<file path="src/rtl/i2s_pkg.sv">
// -----------------------------------------------------------------------------
// i2s_pkg
// Shared definitions for the I2S transmitter and receiver:
//   - i2s_state_t : transmitter FSM state encoding
//   - DEF_*       : default clocking / slot geometry
//   - frame_w()   : frame length in BCLKs for a given slot width
//   - cnt_w()     : register width needed to count 0..n-1
// -----------------------------------------------------------------------------
package i2s_pkg;

   typedef enum logic [1:0] {
      ST_IDLE = 2'd0,   // serial lines parked low, divider stopped
      ST_RUN  = 2'd1,   // free-running frames
      ST_STOP = 2'd2    // driving the trailing bit of the last frame
   } i2s_state_t;

   localparam int DEF_CLK_DIV  = 8;
   localparam int DEF_SAMPLE_W = 24;
   localparam int DEF_SLOT_W   = 32;
   localparam int DEF_FRAME_W  = 2 * DEF_SLOT_W;

   // One frame carries a left slot followed by a right slot.
   function automatic int frame_w(input int slot_w);
      return 2 * slot_w;
   endfunction

   // Width of a counter that runs 0..n-1; never narrower than one bit.
   function automatic int cnt_w(input int n);
      return (n < 2) ? 1 : $clog2(n);
   endfunction

endpackage

</file>
<file path="src/rtl/i2s_tx_if.sv">
// -----------------------------------------------------------------------------
// i2s_tx_if
// Sample-pair handshake between the SoC and the I2S transmitter.
//   l, r   : left / right sample (SAMPLE_W bits)
//   valid  : sample pair valid (source -> transmitter)
//   ready  : transmitter holding buffer empty (transmitter -> source)
// A pair transfers when valid & ready are both high at a rising clock edge.
//   master : SoC side (drives data and valid)
//   slave  : transmitter side (drives ready)
// -----------------------------------------------------------------------------
interface i2s_tx_if
   import i2s_pkg::*;
#(
   parameter int SAMPLE_W = DEF_SAMPLE_W
);

   logic [SAMPLE_W-1:0] l;
   logic [SAMPLE_W-1:0] r;
   logic                valid;
   logic                ready;

   modport master (output l, output r, output valid, input ready);
   modport slave  (input l, input r, input valid, output ready);

endinterface

</file>
<file path="src/rtl/i2s_clkgen.sv">
// -----------------------------------------------------------------------------
// i2s_clkgen
// Bit-clock generator. While i_run is high a divider counts 0..CLK_DIV-1 and
// BCLK toggles at each terminal count, so one BCLK period is 2*CLK_DIV clocks.
// While i_run is low the divider is held at zero and BCLK is parked low, so the
// first rise comes CLK_DIV clocks after i_run goes high.
//
// Ports
//   clk     in   system clock
//   rst     in   asynchronous reset, active-high
//   i_run   in   divider enable
//   o_bclk  out  bit clock
//   o_rise  out  high in the cycle whose closing edge takes BCLK 0->1
//   o_fall  out  high in the cycle whose closing edge takes BCLK 1->0
// The strobes are combinational so that logic clocked by clk can update in
// the same edge that moves BCLK.
// -----------------------------------------------------------------------------
module i2s_clkgen
   import i2s_pkg::*;
#(
   parameter int CLK_DIV = DEF_CLK_DIV
)(
   input  logic clk,
   input  logic rst,
   input  logic i_run,
   output logic o_bclk,
   output logic o_rise,
   output logic o_fall
);

   localparam int            DW = cnt_w(CLK_DIV);
   localparam logic [DW-1:0] TC = DW'(CLK_DIV - 1);

   logic [DW-1:0] r_div_cnt;
   logic          r_bclk;
   logic          w_tc;

   assign w_tc = i_run && (r_div_cnt == TC);

   always_ff @(posedge clk or posedge rst) begin
      if (rst) begin
         r_div_cnt <= '0;
         r_bclk    <= 1'b0;
      end else if (!i_run) begin
         r_div_cnt <= '0;
         r_bclk    <= 1'b0;
      end else if (w_tc) begin
         r_div_cnt <= '0;
         r_bclk    <= ~r_bclk;
      end else begin
         r_div_cnt <= r_div_cnt + 1'b1;
      end
   end

   assign o_bclk = r_bclk;
   assign o_rise = w_tc & ~r_bclk;
   assign o_fall = w_tc &  r_bclk;

endmodule

</file>
<file path="src/rtl/i2s_tx.sv">
// -----------------------------------------------------------------------------
// i2s_tx
// I2S master transmitter (Philips format). Generates BCLK/WS from clk and
// shifts stereo frames out MSB first, one BCLK after each WS edge. Sample
// pairs arrive over a valid/ready handshake into a one-deep holding buffer;
// a frame that loads while the buffer is empty is sent as zeros and flagged
// with a one-clock underrun pulse.
//
// Ports
//   clk         in   system clock
//   rst         in   asynchronous reset, active-high
//   i_en        in   run request (sampled only in IDLE and at frame wrap)
//   s_if        --   sample handshake (slave modport: l, r, valid in; ready out)
//   o_bclk      out  bit clock
//   o_ws        out  word select, 0 = left slot, 1 = right slot
//   o_dout      out  serial data
//   o_busy      out  high in RUN or STOP
//   o_underrun  out  one-clock pulse when a frame loads from an empty buffer
//
// Frame layout (FRAME_W = 2*SLOT_W bits, MSB first):
//   {left sample, zero pad, right sample, zero pad}
// During bit_cnt = k >= 1 DOUT carries frame[FRAME_W-k]; during k = 0 it
// still carries bit 0 of the previous frame (the one-BCLK I2S delay).
// -----------------------------------------------------------------------------
module i2s_tx
   import i2s_pkg::*;
#(
   parameter int CLK_DIV  = DEF_CLK_DIV,
   parameter int SAMPLE_W = DEF_SAMPLE_W,
   parameter int SLOT_W   = DEF_SLOT_W
)(
   input  logic      clk,
   input  logic      rst,
   input  logic      i_en,
   i2s_tx_if.slave   s_if,
   output logic      o_bclk,
   output logic      o_ws,
   output logic      o_dout,
   output logic      o_busy,
   output logic      o_underrun
);

   localparam int             FRAME_W    = frame_w(SLOT_W);
   localparam int             BCW        = cnt_w(FRAME_W);
   localparam int             PAD        = SLOT_W - SAMPLE_W;
   localparam logic [BCW-1:0] LAST_BIT   = BCW'(FRAME_W - 1);
   localparam logic [BCW-1:0] SLOT_START = BCW'(SLOT_W);

   i2s_state_t           r_state;
   i2s_state_t           w_state_nxt;
   logic [BCW-1:0]       r_bit_cnt;
   logic [BCW-1:0]       w_bit_nxt;
   logic [FRAME_W-1:0]   r_shreg;
   logic [SAMPLE_W-1:0]  r_buf_l;
   logic [SAMPLE_W-1:0]  r_buf_r;
   logic                 r_full;
   logic                 r_ws;
   logic                 r_dout;
   logic                 r_underrun;

   logic                 w_run;
   logic                 w_rise;
   logic                 w_fall;
   logic                 w_wrap;
   logic                 w_load;
   logic                 w_accept;
   logic [SLOT_W-1:0]    w_slot_l;
   logic [SLOT_W-1:0]    w_slot_r;
   logic [FRAME_W-1:0]   w_frame;

   assign w_run = (r_state != ST_IDLE);

   i2s_clkgen #(
      .CLK_DIV (CLK_DIV)
   ) u_clkgen (
      .clk    (clk),
      .rst    (rst),
      .i_run  (w_run),
      .o_bclk (o_bclk),
      .o_rise (w_rise),
      .o_fall (w_fall)
   );

   assign w_wrap    = (r_bit_cnt == LAST_BIT);
   assign w_bit_nxt = w_wrap ? '0 : r_bit_cnt + 1'b1;

   // Samples sit left-justified in their slot, zero padded below.
   assign w_slot_l = SLOT_W'(r_buf_l) << PAD;
   assign w_slot_r = SLOT_W'(r_buf_r) << PAD;
   assign w_frame  = {w_slot_l, w_slot_r};

   // ready is just the registered empty flag, so a full buffer is never
   // overwritten and acceptance never depends on a same-cycle load.
   assign w_accept   = s_if.valid & ~r_full;
   assign s_if.ready = ~r_full;

   // ---------------------------------------------------------------------
   // FSM
   // ---------------------------------------------------------------------
   always_ff @(posedge clk or posedge rst) begin
      if (rst) r_state <= ST_IDLE;
      else     r_state <= w_state_nxt;
   end

   always_comb begin
      w_state_nxt = r_state;
      w_load      = 1'b0;
      unique case (r_state)
         ST_IDLE: begin
            if (i_en) begin
               w_state_nxt = ST_RUN;
               w_load      = 1'b1;
            end
         end
         ST_RUN: begin
            // en is only looked at on the frame boundary.
            if (w_fall && w_wrap) begin
               if (i_en) w_load      = 1'b1;
               else      w_state_nxt = ST_STOP;
            end
         end
         ST_STOP: begin
            if (w_fall) w_state_nxt = ST_IDLE;
         end
         default: w_state_nxt = ST_IDLE;
      endcase
   end

   // ---------------------------------------------------------------------
   // Bit counter, WS and DOUT: all change on BCLK fall events only.
   // ---------------------------------------------------------------------
   always_ff @(posedge clk or posedge rst) begin
      if (rst) begin
         r_bit_cnt <= '0;
         r_ws      <= 1'b0;
         r_dout    <= 1'b0;
      end else if (r_state == ST_STOP && w_fall) begin
         r_bit_cnt <= '0;
         r_ws      <= 1'b0;
         r_dout    <= 1'b0;
      end else if (r_state == ST_RUN && w_fall) begin
         r_bit_cnt <= w_bit_nxt;
         r_ws      <= (w_bit_nxt >= SLOT_START);
         r_dout    <= r_shreg[FRAME_W-1];
      end
   end

   // ---------------------------------------------------------------------
   // Shift register. The shift happens on the BCLK rise in the middle of a
   // bit so the next bit is already at the MSB when the fall samples it.
   // No shift during bit 0: the freshly loaded MSB is the next bit out.
   // At a wrap fall the outgoing bit 0 is read before the reload lands.
   // ---------------------------------------------------------------------
   always_ff @(posedge clk or posedge rst) begin
      if (rst) begin
         r_shreg <= '0;
      end else if (w_load) begin
         r_shreg <= r_full ? w_frame : '0;
      end else if (r_state == ST_RUN && w_rise && r_bit_cnt != '0) begin
         r_shreg <= {r_shreg[FRAME_W-2:0], 1'b0};
      end
   end

   // ---------------------------------------------------------------------
   // Holding buffer. An accept can coincide with a load only when the
   // buffer was empty: that load is an underrun and the new pair waits for
   // the following frame.
   // ---------------------------------------------------------------------
   always_ff @(posedge clk or posedge rst) begin
      if (rst) begin
         r_buf_l    <= '0;
         r_buf_r    <= '0;
         r_full     <= 1'b0;
         r_underrun <= 1'b0;
      end else begin
         r_underrun <= w_load & ~r_full;
         if (w_accept) begin
            r_buf_l <= s_if.l;
            r_buf_r <= s_if.r;
            r_full  <= 1'b1;
         end else if (w_load) begin
            r_full  <= 1'b0;
         end
      end
   end

   assign o_ws       = r_ws;
   assign o_dout     = r_dout;
   assign o_busy     = w_run;
   assign o_underrun = r_underrun;

endmodule

</file>
<file path="src/flat_wrapper.sv">
// flat-port wrapper written by rule: the top's interface ports become plain ports
module i2s_tx_flat import i2s_pkg::*;
#(
   parameter int CLK_DIV  = DEF_CLK_DIV,
   parameter int SAMPLE_W = DEF_SAMPLE_W,
   parameter int SLOT_W   = DEF_SLOT_W
)
  (clk, rst, i_en, o_bclk, o_ws, o_dout, o_busy, o_underrun, s_if_l, s_if_r, s_if_valid, s_if_ready);
  i2s_tx_if #(.SAMPLE_W(SAMPLE_W)) s_if_i ();
  input  logic clk;
  input  logic rst;
  input  logic i_en;
  output logic o_bclk;
  output logic o_ws;
  output logic o_dout;
  output logic o_busy;
  output logic o_underrun;
  input wire logic [$bits(s_if_i.l)-1:0] s_if_l;
  input wire logic [$bits(s_if_i.r)-1:0] s_if_r;
  input wire logic [$bits(s_if_i.valid)-1:0] s_if_valid;
  output wire logic [$bits(s_if_i.ready)-1:0] s_if_ready;
  assign s_if_i.l = s_if_l;
  assign s_if_i.r = s_if_r;
  assign s_if_i.valid = s_if_valid;
  assign s_if_ready = s_if_i.ready;
  i2s_tx #(.CLK_DIV(CLK_DIV), .SAMPLE_W(SAMPLE_W), .SLOT_W(SLOT_W)) u_core (.clk(clk), .rst(rst), .i_en(i_en), .s_if(s_if_i), .o_bclk(o_bclk), .o_ws(o_ws), .o_dout(o_dout), .o_busy(o_busy), .o_underrun(o_underrun));
endmodule
</file>
<file path="config.mk">
export PLATFORM = sky130hd
export DESIGN_NAME = i2s_tx_flat
export DESIGN_NICKNAME = d
export VERILOG_FILES = /design/src/rtl/i2s_pkg.sv /design/src/rtl/i2s_tx_if.sv /design/src/rtl/i2s_clkgen.sv /design/src/rtl/i2s_tx.sv /design/src/flat_wrapper.sv
export SDC_FILE = /design/constraint.sdc
export NUM_CORES = 1
export LEC_CHECK = 0
export CORE_AREA = 2 2 134 136
export CTS_BUF_LIST = sky130_fd_sc_hd__clkbuf_4 sky130_fd_sc_hd__clkbuf_8 sky130_fd_sc_hd__clkbuf_16
export CTS_CLUSTER_DIAMETER = 60
export CTS_CLUSTER_SIZE = 16
export DETAILED_ROUTE_END_ITERATION = 8
export DIE_AREA = 0 0 136 138
export HOLD_SLACK_MARGIN = 0.12
export PLACE_DENSITY_LB_ADDON = 0.05
export SLEW_MARGIN = 25
export SYNTH_ARGS = -nofsm -noshare
export SYNTH_HDL_FRONTEND = slang
export SYNTH_SLANG_ARGS = --single-unit
</file>
<file path="constraint.sdc">
create_clock -name clk -period 5.9 [get_ports clk]
set_input_delay 1.475 -clock clk [delete_from_list [all_inputs] [get_ports clk]]
set_output_delay 1.475 -clock clk [all_outputs]
set_load 0.02 [all_outputs]
</file>
==> flow_metrics.env, run 1 <==
export IMPL_required_ns=4.43
export IMPL_max_freq_ghz=0.2821
export IMPL_ant_nets=0
export IMPL_regToRegSetupSlack_ns=3.17
export IMPL_cts_sinks=120
export IMPL_routedWlPerCell_um=15.95
export IMPL_pwr_density_cell_nw_per_um2=459.0
export IMPL_tightest_slew_ns=0.9828
export IMPL_synth_top_family_by_area="compound AO/OA/AOI/OAI gates"
export IMPL_synth_cells=379
export IMPL_nets=491
export IMPL_ys_top_cells_by_area="dfrtp_1 (59%), mux2_2 (11%), a221o_1 (8.8%), and2_1 (5.5%), buf_6 (2.4%)"
export IMPL_clock_skew_ns=0.007074
export IMPL_synth_avg_cell_area_sq_um=13.46
export IMPL_die_y_um=138
export IMPL_placement_io_buffers=57
export IMPL_multi_input_area_sq_um=1897
export IMPL_nFillCells=1724
export IMPL_synth_xor_area_share_pct=0.3434
export IMPL_period_share_pct=60.07
export IMPL_clockBufferDepth=2
export IMPL_drc_errors=0
export IMPL_cts_max_level=4
export IMPL_synthMuxAreaShare_pct=11.58
export IMPL_synth_seq_area_share_pct=58.87
export IMPL_setup_tns_final_ns=0
export IMPL_synth_simple_area_share_pct=9.615
export IMPL_slew_viol_final=0
export IMPL_yosys_area_share_adder_pct=0.9811
export IMPL_synth_compound_area_share_pct=14.05
export IMPL_cts_root_buf="clkbuf_16"
export IMPL_area_growth_pct=27.05
export IMPL_path_class="register to primary output"
export IMPL_path_clk_slew_ns=0.05
export IMPL_cts_resized=0
export IMPL_syn_nets=435
export IMPL_power_leakage_nw=2.820
export IMPL_drt_iter0_markers=193
export IMPL_die_w_um=136
export IMPL_io_pins=58
export IMPL_drtPass1Iterations=4
export IMPL_maxCapViolCount=0
export IMPL_period_needed_ns=3.544
export IMPL_coreArea_sq_um=17530
export IMPL_grt_max_degree=75
export IMPL_finalWeightedCongestion=0.7698
export IMPL_die_area_sq_um=18770
export IMPL_first_global_vias=3443
export IMPL_antenna_found_initial=1
export IMPL_diodes=0
export IMPL_routed_wl_um=10800
export IMPL_hpwlAfterDp_um=6387
export IMPL_status="complete, no violations"
export IMPL_hold_path_class="register to register"
export IMPL_finalSetupViolCount=0
export IMPL_ys_ff_latch=120
export IMPL_syn_cell_area_sq_um=5101
export IMPL_vias_per_cell=4.750
export IMPL_grt_pass1_wl_um=18280
export IMPL_fin_util_pct=36.96
export IMPL_regArea_sq_um=3003
export IMPL_drive_above_1_share_pct=21.65
export IMPL_grt_total_usage_pct=12.60
export IMPL_numCtsBuffers=17
export IMPL_ys_warn_count=0
export IMPL_cts_tree="done"
export IMPL_slew_headroom_pct=34.48
export IMPL_holdBufCountCts=0
export IMPL_start_kind="register"
export IMPL_cp_arrival_ns=2.07
export IMPL_overflow=0
export IMPL_hold_viol=0
export IMPL_rsz0062_at_grt="false"
export IMPL_vias=3216
export IMPL_start_util_pct=29.09
export IMPL_clock_latency_ns=0.41
export IMPL_placementRows=49
export IMPL_critPathCaptureType="primary output"
export IMPL_irDropWorstVdd_mv=0.2240
export IMPL_cp_max_fo=18
export IMPL_ys_types=41
export IMPL_cts_setup_buffers=0
export IMPL_synth_top_area_share_pct=58.87
export IMPL_synth_largest_area_cell="dfrtp_1"
## power by group
group	internal [mW]	leakage, nW	switching (mW)
sequential	1.13	1.52	0.179
clock	0.720	0.310	0.362
combinational	0.347	0.994	0.232
## registers in the layout, summed over array words and instances, names as in the netlist
name / cells
u_core.u_clkgen.o_bclk: 1
u_core.r_full: 1
u_core.r_state: 2
u_core.r_bit_cnt: 6
u_core.o_dout: 1
u_core.o_underrun: 1
u_core.u_clkgen.r_div_cnt: 3
u_core.r_buf_l: 24
u_core.r_shreg: 56
u_core.o_ws: 1
u_core.r_buf_r: 24
## placed cells by master (no fill, tap or decap), types with 5 or more instances in the layout
cell type and count:
a21oi_1 6, inv_1 8, o21ai_0 10, dfrtp_1 120
a221o_1 45, mux2_2 48, nand2_1 11, clkbuf_16 17
clkdlybuf4s50_1 57, mux2i_1 5, buf_4 5, nor2_1 5
a22o_1 10, and2_1 45
## per-layer routing
layer | part of all wire [%] | global-route usage, %
met2 | 45 | 17.93
met1 | 49 | 17.42
met5 | 0.12 | 0
met3 | 5.0 | 4.694
met4 | 1.3 | 4.770
## worst paths after layout
check,end,startpoint,depth (start not counted)
max in group asynchronous,u_core.r_buf_l[13]$_DFFE_PP0P_,rst,3
setup reg to reg,u_core.r_shreg[27]$_DFFE_PP0P_,u_core.u_clkgen.r_div_cnt[0]$_DFF_PP0_,8
min in group asynchronous,u_core.o_dout$_DFFE_PP0P_,rst,2
hold / removal,u_core.u_clkgen.r_div_cnt[0]$_DFF_PP0_,u_core.u_clkgen.r_div_cnt[0]$_DFF_PP0_,1
setup / recovery,o_busy,u_core.r_state[1]$_DFFE_PP0P_,3
hold reg to reg,u_core.u_clkgen.r_div_cnt[0]$_DFF_PP0_,u_core.u_clkgen.r_div_cnt[0]$_DFF_PP0_,1
## cells in the mapped netlist
cell and count:
o41ai_1 2, inv_1 9, nand4bb_1 1, nand3_1 4
mux2i_1 5, and2_1 45, o21ai_0 10, clkbuf_1 6
dfrtp_1 120, or4_1 1, nand3_2 1, o211ai_1 1
o31ai_4 1, buf_6 11, xor2_1 1, or2_2 3
a22o_1 10, xnor2_1 1, o221ai_1 1, buf_2 6
nand2_1 11, o22ai_1 1, mux2_2 48, nor3b_1 2
a21o_1 1, nand2_4 1, and3_1 1, nor2b_1 2
ha_1 4, a31oi_1 1, a22oi_1 1, o21a_1 1
a221o_1 45, or3_1 1, buf_4 3, a21oi_2 1
nor3_1 3, nand2b_1 1, and3b_1 1, a21oi_1 6
nor2_1 5
## kinds of logic (layout without fill, tap and decap cells)
logic type,after synthesis,in the layout
flops,120,120
simple gates,83,83
compound gates,82,82
mux,53,53
buf+inv,35,104
fa+ha+maj,4,4
xor+xnor,2,2
## worst max-delay path: stages (launching register included)
cell	delay, ns
dfrtp_1	0.57
nor2_1	0.46
inv_1	0.08
clkdlybuf4s50_1	0.55
## area by class of cell
cell class,instances,share of cell area [%]
sequential,120,46.33
multi-input combinational,224,29.27
timing repair buffer,63,9.807
clock buffer,24,7.761
tap,229,4.421
clock inverter,8,1.815
inverter,9,0.5985
## through the flow
| stage | worst slack, ns | power (mW) | instance area (sq um) | hold slack (ns) | std cells |
|---|---|---|---|---|---|
| after global placement | 2.152 | 1.899 | 5831 | 0.4262 | 644 |
| after detailed placement | 2.115 | 1.913 | 5831 | 0.4441 | 644 |
| final | 2.356 | 2.975 | 6481 | 0.4484 | 677 |
| after floorplan | 1.239 | 1.734 | 5101 | 0.4192 | 379 |
| after CTS | 2.310 | 3.018 | 6451 | 0.4509 | 676 |
| after global routing | 2.188 | 3.165 | 6481 | 0.5009 | 677 |
(Power assumes the default switching activity.)
==> run 2, diff against run 1 <==
==> constraint.sdc (replaced) <==
create_clock -name clk -period 3 [get_ports clk]
set_input_delay 0.75 -clock clk [delete_from_list [all_inputs] [get_ports clk]]
set_output_delay 0.75 -clock clk [all_outputs]
set_load 0.02 [all_outputs]
==> flow_metrics.env, run 2 (synthesis results as in run 1) <==
export IMPL_hold_viol=0
export IMPL_top_regs="u_core.r_shreg x56, u_core.r_buf_l x24, u_core.r_buf_r x24"
export IMPL_power_leakage_nw=2.830
export IMPL_coreArea_sq_um=17530
export IMPL_mostFrequentLayoutCells="dfrtp_1 (120), clkdlybuf4s50_1 (57), mux2_2 (48)"
export IMPL_placement_io_buffers=57
export IMPL_nets=492
export IMPL_drc_errors=0
export IMPL_rsz0062_at_grt="false"
export IMPL_drive_above_1_share_pct=21.83
export IMPL_finalSetupViolCount=0
export IMPL_hpwlAfterDp_um=6186
export IMPL_diodes=0
export IMPL_pwr_density_cell_nw_per_um2=894.1
export IMPL_die_y_um=138
export IMPL_largest_register="u_core.r_shreg"
export IMPL_finalWeightedCongestion=0.7436
export IMPL_finalWorstSetupSlack_ns=0.3591
export IMPL_vias_per_cell=4.704
export IMPL_area_growth_pct=27.69
export IMPL_start_util_pct=29.09
export IMPL_cts_sinks=120
export IMPL_path_class="register to primary output"
export IMPL_whs_ns=0.4403
export IMPL_placed_cell_area_sq_um=5897
export IMPL_clock_latency_ns=0.41
export IMPL_grt_pass1_wl_um=17800
export IMPL_cp_max_fo=18
export IMPL_grt_total_usage_pct=12.20
export IMPL_hold_path_class="register to register"
export IMPL_largest_register_ffs=56
export IMPL_slew_viol_final=0
export IMPL_routed_wl_um=10490
export IMPL_clock_skew_ns=0.006854
export IMPL_irDropWorstVdd_mv=0.4507
export IMPL_tightest_slew_ns=0.6767
export IMPL_drtPass1Iterations=4
export IMPL_path_clk_slew_ns=0.05
export IMPL_die_w_um=136
export IMPL_final_design_area_no_fill_sq_um=6514
export IMPL_layout_commonest_cell="dfrtp_1"
export IMPL_vias=3189
export IMPL_maxCapViolCount=0
export IMPL_antenna_found_initial=0
export IMPL_first_global_vias=3388
export IMPL_slew_headroom_pct=54.89
export IMPL_fin_util_pct=37.15
export IMPL_max_freq_ghz=0.3787
export IMPL_cts_max_level=4
export IMPL_start_kind="register"
export IMPL_drt_iter0_markers=221
export IMPL_placementRows=49
export IMPL_required_ns=2.25
export IMPL_cts_tree="done"
export IMPL_numCtsBuffers=17
export IMPL_clockBufferDepth=2
export IMPL_holdBufCountCts=0
export IMPL_cts_setup_buffers=0
export IMPL_startpoint="u_core.r_state[1]$_DFFE_PP0P_"
export IMPL_cts_resized=0
export IMPL_die_area_sq_um=18770
export IMPL_critPathCaptureType="primary output"
export IMPL_post_place_ws_ns=0.4904
export IMPL_status="complete, no violations"
export IMPL_cp_arrival_ns=1.89
export IMPL_r2r_start="u_core.u_clkgen.r_div_cnt[0]$_DFF_PP0_"
export IMPL_grt_max_degree=121
export IMPL_period_needed_ns=2.641
export IMPL_cts_root_buf="clkbuf_16"
export IMPL_period_share_pct=88.03
export IMPL_worstHoldStart="u_core.u_clkgen.r_div_cnt[0]$_DFF_PP0_"
export IMPL_setup_tns_final_ns=0
export IMPL_overflow=0
export IMPL_routedWlPerCell_um=15.47
export IMPL_io_pins=58
export IMPL_nFillCells=1735
export IMPL_ant_nets=0
==> run 2: worst paths after layout <==
check                                                         end  slack, ns  depth (start not counted)
max                                                        o_busy       0.36                          3
min                        u_core.u_clkgen.r_div_cnt[0]$_DFF_PP0_       0.44                          1
max reg2reg                        u_core.r_shreg[52]$_DFFE_PP0P_       0.65                          7
min reg2reg                u_core.u_clkgen.r_div_cnt[0]$_DFF_PP0_       0.44                          1
max in group asynchronous          u_core.r_shreg[25]$_DFFE_PP0P_       1.61                          3
min in group asynchronous                 u_core.o_ws$_DFFE_PP0P_       0.85                          3
==> run 2: report_power, final <==
group	leakage [nW]	internal [mW]	switching (mW)	total, mW
sequential	1.52	2.23	0.361	2.59
combinational	1.01	0.695	0.454	1.15
clock	0.308	1.38	0.700	2.08
==> run 2: layout make-up <==
| class | count | area (sq um) | area share (%) |
|---|---|---|---|
| flip-flops and latches | 120 | 3003 | 46.10 |
| multi-input cells | 224 | 1897 | 29.12 |
| repair buffers | 64 | 673.1 | 10.33 |
| clock buffers | 25 | 529.3 | 8.125 |
| well taps | 229 | 286.5 | 4.399 |
| clock inverters | 7 | 87.58 | 1.345 |
| inverters | 9 | 37.54 | 0.5763 |
==> run 2: critical path: stages, from the launching register on <==
cell             delay (ns)
dfrtp_1                0.69
nor2_1                 0.11
inv_1                  0.07
clkdlybuf4s50_1        0.60
==> run 2: layer usage <==
layer	up-vias	track usage [%]	share of wire [%]
li1	1514	-	-
met1	1587	17.23	48
met2	70	17.19	46
met3	18	3.667	4.4
met4	0	5.428	1.8
met5	-	0	0
==> run 2: metrics by stage <==
step                      std cells  power, mW
after floorplan                 379      3.410
after global routing            678      6.209
after global placement          646      3.766
after detailed placement        646      3.795
after CTS                       678      5.933
final                           678      5.824
